$ cat src/rtl/fsm_ctrl_param.sv
// fsm_ctrl_param: FIFO-subsystem control FSM with threshold capture, idle dwell and sticky error tracking.
module fsm_ctrl_param #(
    parameter int NUM_FIFOS  = 8,
    parameter int UMBRAL_W   = 4,
    parameter int IDLE_DWELL = 2
) (
    input  logic                    clk,
    input  logic                    reset,
    input  logic                    init,
    input  logic [2*UMBRAL_W-1:0]   umbral_LH,
    input  logic [NUM_FIFOS-1:0]    empty_fifo,
    input  logic [NUM_FIFOS-1:0]    error_fifo,
    output logic [2:0]              state,
    output logic [2:0]              nxt_state,
    output logic [2*UMBRAL_W-1:0]   umbral_LH_out,
    output logic                    idle_out,
    output logic                    error_out,
    output logic [NUM_FIFOS-1:0]    error_vec
);
    localparam int CW = $clog2(IDLE_DWELL + 1);

    typedef enum logic [2:0] {
        S_RESET  = 3'd0,
        S_INIT   = 3'd1,
        S_IDLE   = 3'd2,
        S_ACTIVE = 3'd3,
        S_ERROR  = 3'd4
    } state_t;

    state_t         cur, nxt;
    logic [CW-1:0]  dwell;
    logic           all_empty, any_err, dwell_done, thr_ok;

    assign all_empty  = &empty_fifo;
    assign any_err    = |error_fifo;
    assign dwell_done = all_empty && (dwell == CW'(IDLE_DWELL - 1));
    assign thr_ok     = umbral_LH[UMBRAL_W-1:0] <= umbral_LH[2*UMBRAL_W-1:UMBRAL_W];

    // Errors outrank init, which outranks the normal flow; illegal codes fall back to RESET.
    always_comb begin
        nxt = S_RESET;
        case (cur)
            S_RESET:  nxt = S_INIT;
            S_INIT:   nxt = any_err ? S_ERROR : init ? S_INIT : S_IDLE;
            S_IDLE:   nxt = any_err ? S_ERROR : init ? S_INIT : all_empty ? S_IDLE : S_ACTIVE;
            S_ACTIVE: nxt = any_err ? S_ERROR : init ? S_INIT : dwell_done ? S_IDLE : S_ACTIVE;
            S_ERROR:  nxt = S_ERROR;
            default:  nxt = S_RESET;
        endcase
    end

    always_ff @(posedge clk or posedge reset) begin
        if (reset) begin
            cur           <= S_RESET;
            umbral_LH_out <= '0;
            error_vec     <= '0;
            dwell         <= '0;
            idle_out      <= 1'b0;
            error_out     <= 1'b0;
        end else begin
            cur       <= nxt;
            idle_out  <= nxt == S_IDLE;
            error_out <= nxt == S_ERROR;
            if (cur == S_INIT && thr_ok)
                umbral_LH_out <= umbral_LH;
            if (cur != S_RESET)
                error_vec <= error_vec | error_fifo;
            dwell <= (cur == S_ACTIVE && nxt == S_ACTIVE && all_empty) ? dwell + 1'b1 : '0;
        end
    end

    assign state     = cur;
    assign nxt_state = nxt;
endmodule

$ cat config.mk
export PLATFORM = sky130hd
export DESIGN_NAME = fsm_ctrl_param
export DESIGN_NICKNAME = d
export VERILOG_FILES = /design/src/rtl/fsm_ctrl_param.sv
export SDC_FILE = /design/constraint.sdc
export NUM_CORES = 1
export LEC_CHECK = 0
export ABC_CLOCK_PERIOD_IN_PS = 2600
export CAP_MARGIN = 30
export CORE_ASPECT_RATIO = 0.7
export CORE_MARGIN = 2
export CORE_UTILIZATION = 25
export CTS_CLUSTER_DIAMETER = 100
export DETAILED_ROUTE_END_ITERATION = 10
export DONT_BUFFER_PORTS = 1
export GPL_ROUTABILITY_DRIVEN = 0
export MAX_ROUTING_LAYER = met4
export PLACE_DENSITY_LB_ADDON = 0.2
export SLEW_MARGIN = 20
export SYNTH_ARGS = -nofsm -noshare
export SYNTH_HDL_FRONTEND = slang
export SYNTH_SLANG_ARGS = --single-unit
$ cat constraint.sdc
create_clock -name clk -period 2.6 [get_ports clk]
set_clock_uncertainty 0.2 [all_clocks]
set_input_delay 0 -clock clk [delete_from_list [all_inputs] [get_ports clk]]
set_output_delay 0 -clock clk [all_outputs]
set_load 0.03 [all_outputs]
==> reports/results.txt, run 1 <==
status: finished, violations left
RSZ-0062 raised after global routing: false
minimum clock period: 2.52 ns
number of synthesized register bits: 23
GR Util met3: 3.96%
top post-synthesis cells by area: dfrtp_1, mux2_2, ha_1
placed inst area: 1100 µm²
CTS H-tree lvls: 1
Max Cap Viol: 0
Layout fillers: 397
Reg2Reg Launch Point: state[1]
Starting Density: 26.0%
Hold Crit Class: input port to asynchronous set/reset pin
Post-Syn Instances: 81
most common cell after layout, fill and taps aside: dlygate4sd3_1
Max Fclk: 0.397 GHz
top cell type's share of synthesized area: 56.4%
Die Wd: 80.4 µm
clk_lat worst skew: 0.27 ns
HPWL after DPL: 1650 µm
Leak: 0.000579 µW
failing checks: hold timing
Clock Sinks: 23
drt via density: 4.55
initial antenna violation count: 0
vias in the first global route: 808
Avg WL per Cell: 14.8 µm
number of setup buffers added after CTS: 0
r2r setup slk: 0.48 ns
Worst path most repeated cell: dlygate4sd3_1
syn avg cell area: 12.6 µm²
Reg area: 576 µm²
critical path required time: 2.61 ns
Power Dens Cells: 868 nW/µm²
num ports: 51
die area: 4620 µm²
Setup crit end kind: flip-flop
WL final: 2440 µm
Slew Viols, Final: 0
Post-Syn Nets: 113
DRT Pass-1 Iters: 4
CTS root buffer: clkbuf_8
Largest stage delay, worst path: 0.55 ns
global routing usage on met1: 13.5%
final core utilization: 36.7%
initial DRC count: 24
worst hold slack: -0.00563 ns
Slew @ Worst Pin: 0.529 ns
Antenna Nets Post-Route: 0
nets@finish: 146
crit path max fanout: 2
Startpoint Class: input port
cell taking the most area after synthesis: dfrtp_1
worst-case reg-to-reg path depth: 4
layout cell share with drive strength beyond 1: 16.8%
DR vias: 751
# DRC: 0
CP max-delay cell: dlygate4sd3_1
R2R Path End: idle_out
total grt overflow: 0
Synth Warn #: 0
die height: 57.5 µm
row cnt: 19
grt peak-use layer: met2
CP arrival: 2.53 ns
largest net degree at the start of global routing: 24
CP Launch Point: empty_fifo[1]
total CTS buffers: 3
final setup TNS: 0 ns
WS Path Type: input port to flip-flop
most frequent cells in the layout: dlygate4sd3_1, dfrtp_1, a21o_1
global-route total usage across every layer: 11.2%
I/O Buffers: 0
met2 Use GR: 17.3%
P&R area growth vs syn: 41.1%
Seq/Total Area, Yosys: 56.4%
Mapped Area: 1020 µm²
worst path cell trace: dlygate4sd3_1 > nand3_1 > dlygate4sd3_1 > or4b_4 > a2bb2oi_2 > dlygate4sd3_1 > and2_1
Finished Cell Area: 1440 µm²
multi-input logic area: 434 µm²
clock buffer depth: 2
CTS tree: yes
# setup viols final: 0
Final Hold Vio Count: 4
Worst slew margin: 64.7%
core area: 3920 µm²
VDD IR max: 0.312 mV
Distinct cells, synth: 22
n_diodes: 0
clock-pin transition on the worst setup and hold timing paths: 0.09 ns
final period utilization: 96.9%
global-route wire length before repair: 3860 µm
flip-flops by register name, indices dropped and copies added, names as in the netlist:
name,flops
dwell,2
error_out,1
error_vec,8
idle_out,1
state,3
umbral_LH_out,8
metrics by stage:
stage	worst slack [ns]	power, µW	hold slack (ns)	std cells
floorplan	0.353	917	-0.198	81
global placement	0.799	981	-0.0815	134
detailed placement	0.793	984	-0.0801	134
CTS	0.0585	1260	0.190	161
global route	0.0103	1330	0.0317	165
finish	0.0798	1250	-0.00563	165
area by class of cell:
class,instances,share of cell area (%)
tap,52,4.52
inverter,7,1.82
multi-input combinational,50,30.1
sequential,23,40.0
clock inverter,1,0.521
timing repair buffer,29,20.2
clock buffer,3,2.87
cells in the mapped netlist (all sizes together):
master / number
inv: 7
a21o: 8
nand2: 6
nand3: 1
nand2b: 1
a2bb2oi: 1
o21ai: 1
ha: 5
nand4: 2
nor2b: 2
mux2: 8
o31ai: 3
a2111oi: 1
or4b: 1
and2: 1
clkbuf: 1
nor4: 4
dfrtp: 23
nor2: 4
or3: 1
timing repair:
| action | 4_1_cts | 5_1_grt |
|---|---|---|
| setup endpoints to repair | 0 | 3 |
| hold endpoints to repair | 46 | 2 |
| hold buffers | 23 | 4 |
| gates resized for setup | 0 | 2 |
cells by family after synthesis:
family,count (synthesis),share of synthesized area (%)
simple gates,23,12.3
flops,23,56.4
compound gates,14,13.5
buf+inv,8,2.94
mux,8,8.82
fa+ha+maj,5,6.13
metal layers:
layer / share of wire [%] / vias to the layer above
li1: - / 348
met1: 41 / 379
met2: 51 / 22
met3: 7.3 / 2
met4: 1.0 / 0
met5: 0 / -
power breakdown:
group / switching [µW] / internal (µW)
logic: 178 / 153
registers: 248 / 444
clock network: 120 / 108
critical path: cells and delay by family:
family          cells  cell delay (ns)
buf+inv             3             1.64
compound gates      1             0.19
simple gates        3             0.70
worst max path at each step:
stage                       endpoint  slack (ns)  depth (start not counted)
finish                      idle_out        0.08                          7
global route                idle_out        0.01                          7
CTS                         idle_out        0.06                          7
detailed placement  umbral_LH_out[5]        0.79                          4
global placement    umbral_LH_out[5]        0.80                          4
floorplan                   idle_out        0.35                          3
No activity file was read; power rests on OpenSTA's default activity.
==> run 2: changes to the inputs <==
- CELL_PAD_IN_SITES_DETAIL_PLACEMENT: default -> 1
- CELL_PAD_IN_SITES_GLOBAL_PLACEMENT: default -> 2
- PLACE_DENSITY: default -> 0.56
- PLACE_DENSITY_LB_ADDON: 0.2 -> default
==> run 2 against run 1 <==
Against the previous run:
- the run now ends clean
- via count grew 5.1%
- non-clock buffer count grew 4
- hold slack gained 0.18 ns
- routed wire length grew 10%
- fmax shrank 1.3%
- power grew 3.5%
- clock-buffer cell count is the same
- critical path depth is the same
- sequential share of layout area shrank 0.98 points
- utilization grew 0.93 points
- first-iteration DRC count shrank 17%
- setup slack lost 0.033 ns
- largest cell class unchanged
==> reports/results.txt, run 2 (synthesized netlist as in run 1, its figures left out) <==
critical path required time: 2.61 ns (about the same)
initial DRC count: 20 (-17%)
fin cells: 169 (+2.4%)
final period utilization: 98.2% (+1.3 points)
placed inst area: 1130 µm² (+2.2%)
Slew Viols, Final: 0 (unchanged)
Die Wd: 80.4 µm (unchanged)
Startpoint Class: input port
total CTS buffers: 3 (unchanged)
die height: 57.5 µm (unchanged)
clock-pin transition on the worst setup and hold timing paths: 0.09 ns (about the same)
Worst slew margin: 68.2% (+3.5 points)
P&R area growth vs syn: 44.6%
Antenna Nets Post-Route: 0 (unchanged)
Slew @ Worst Pin: 0.477 ns (-0.0512 ns)
number of setup buffers added after CTS: 0 (unchanged)
clock buffer depth: 2 (unchanged)
most frequent cells in the layout: dlygate4sd3_1, dfrtp_1, a21o_1
Finished Cell Area: 1480 µm² (+2.5%)
vias in the first global route: 874 (+8.2%)
largest net degree at the start of global routing: 24 (unchanged)
# setup viols final: 0 (unchanged)
CTS H-tree lvls: 1 (unchanged)
num ports: 51 (unchanged)
Reg2Reg Launch Point: dwell[0]
minimum clock period: 2.55 ns (+0.0333 ns)
Avg WL per Cell: 15.9 µm (+7.4%)
Hold Crit Class: input port to flip-flop
# DRC: 0 (unchanged)
VDD IR max: 0.361 mV (+16%)
total grt overflow: 0 (unchanged)
n_diodes: 0 (unchanged)
most common cell after layout, fill and taps aside: dlygate4sd3_1
CP arrival: 2.56 ns (+0.03 ns)
WS Path Type: input port to flip-flop
final core utilization: 37.6% (+0.93 points)
status: completed
Power Dens Cells: 876 nW/µm² (+0.94%)
worst hold slack: 0.177 ns (+0.183 ns)
Final Hold Vio Count: 0 (-4)
Starting Density: 26.0% (unchanged)
nets@finish: 150 (+2.7%)
core area: 3920 µm² (unchanged)
DR vias: 789 (+5.1%)
layout cell share with drive strength beyond 1: 18.8% (+2.0 points)
Setup crit end kind: flip-flop
clk_lat worst skew: 0.27 ns (about the same)
crit path max fanout: 2 (unchanged)
DRT Pass-1 Iters: 2 (-2)
DP Worst Slack: 0.882 ns (+0.0888 ns)
I/O Buffers: 0 (unchanged)
CP Launch Point: empty_fifo[5]
drt via density: 4.67 (+2.6%)
placed insts: 138 (+3.0%)
CTS root buffer: clkbuf_8
Clock Sinks: 23 (unchanged)
Max Cap Viol: 0 (unchanged)
global-route wire length before repair: 4400 µm (+14%)
Leak: 0.000598 µW (+3.2%)
HPWL after DPL: 1780 µm (+7.9%)
CTS tree: yes
setup ws final: 0.0465 ns (-0.0333 ns)
row cnt: 19 (unchanged)
initial antenna violation count: 0 (unchanged)
global-route total usage across every layer: 13.2% (+2.0 points)
Hold Crit Start: umbral_LH[6]
die area: 4620 µm² (unchanged)
Max Fclk: 0.392 GHz (-1.3%)
WL final: 2680 µm (+10%)
==> run 2: changes by cell type in the layout (fill, tap and decap cells not counted) <==
cell,previous run,this run
buf_1,0,1
buf_16,0,1
buf_2,0,1
buf_4,2,4
buf_8,1,0
==> run 2: layer usage <==
layer / vias up / routed length (µm) / GRT usage [%] / share of wire [%]
met3: 4 / 180 / 3.80 / 6.7
met2: 31 / 1310 / 20.6 / 49
met1: 396 / 1160 / 16.9 / 43
met4: 0 / 33 / 3.63 / 1.2
met5: - / 0 / - / 0
li1: 358 / - / - / -
==> run 2: path summary, 6_finish.rpt <==
check                              endpoint  slack, ns  cells past startpoint
setup reg to reg                   idle_out       0.65                      6
setup / recovery                   idle_out       0.05                      7
hold / removal             umbral_LH_out[6]       0.18                      2
max in group asynchronous          state[0]       1.31                      4
hold reg to reg                    dwell[0]       0.24                      1
min in group asynchronous          dwell[0]       0.49                      3
==> run 2: critical path, stage by stage <==
cell and delay [ns]:
dlygate4sd3_1 0.53, nand4_1 0.09, dlygate4sd3_1 0.56, or4b_4 0.55, a2bb2oi_2 0.17, dlygate4sd3_1 0.55
and2_1 0.12
==> run 2: area by class of cell <==
type                       count  area, µm²
sequential                    23        576
multi-input combinational     50        434
clock buffer                   3       41.3
timing repair buffer          33        327
tap                           52       65.1
inverter                       7       26.3
fill                         434       2450
clock inverter                 1       7.51
==> run 2: repair_timing <==
action                                  in CTS  in global routing
hold buffers                                23                  4
endpoints found under the setup margin       0                  3
hold endpoints to repair                    46                  7
gates resized for setup                      0                  2
==> run 2: metrics by stage <==
stage	power, µW	TNS, ns
2_1_floorplan	917	0
3_3_place_gp	997	0
3_5_place_dp	1020	0
4_1_cts	1300	0
5_1_grt	1370	-0.0230
6_report	1290	0
==> run 2: power breakdown <==
part / switching [µW] / total [µW] / internal, µW
combinational: 241 / 414 / 172
sequential: 199 / 644 / 444
clock: 128 / 236 / 109
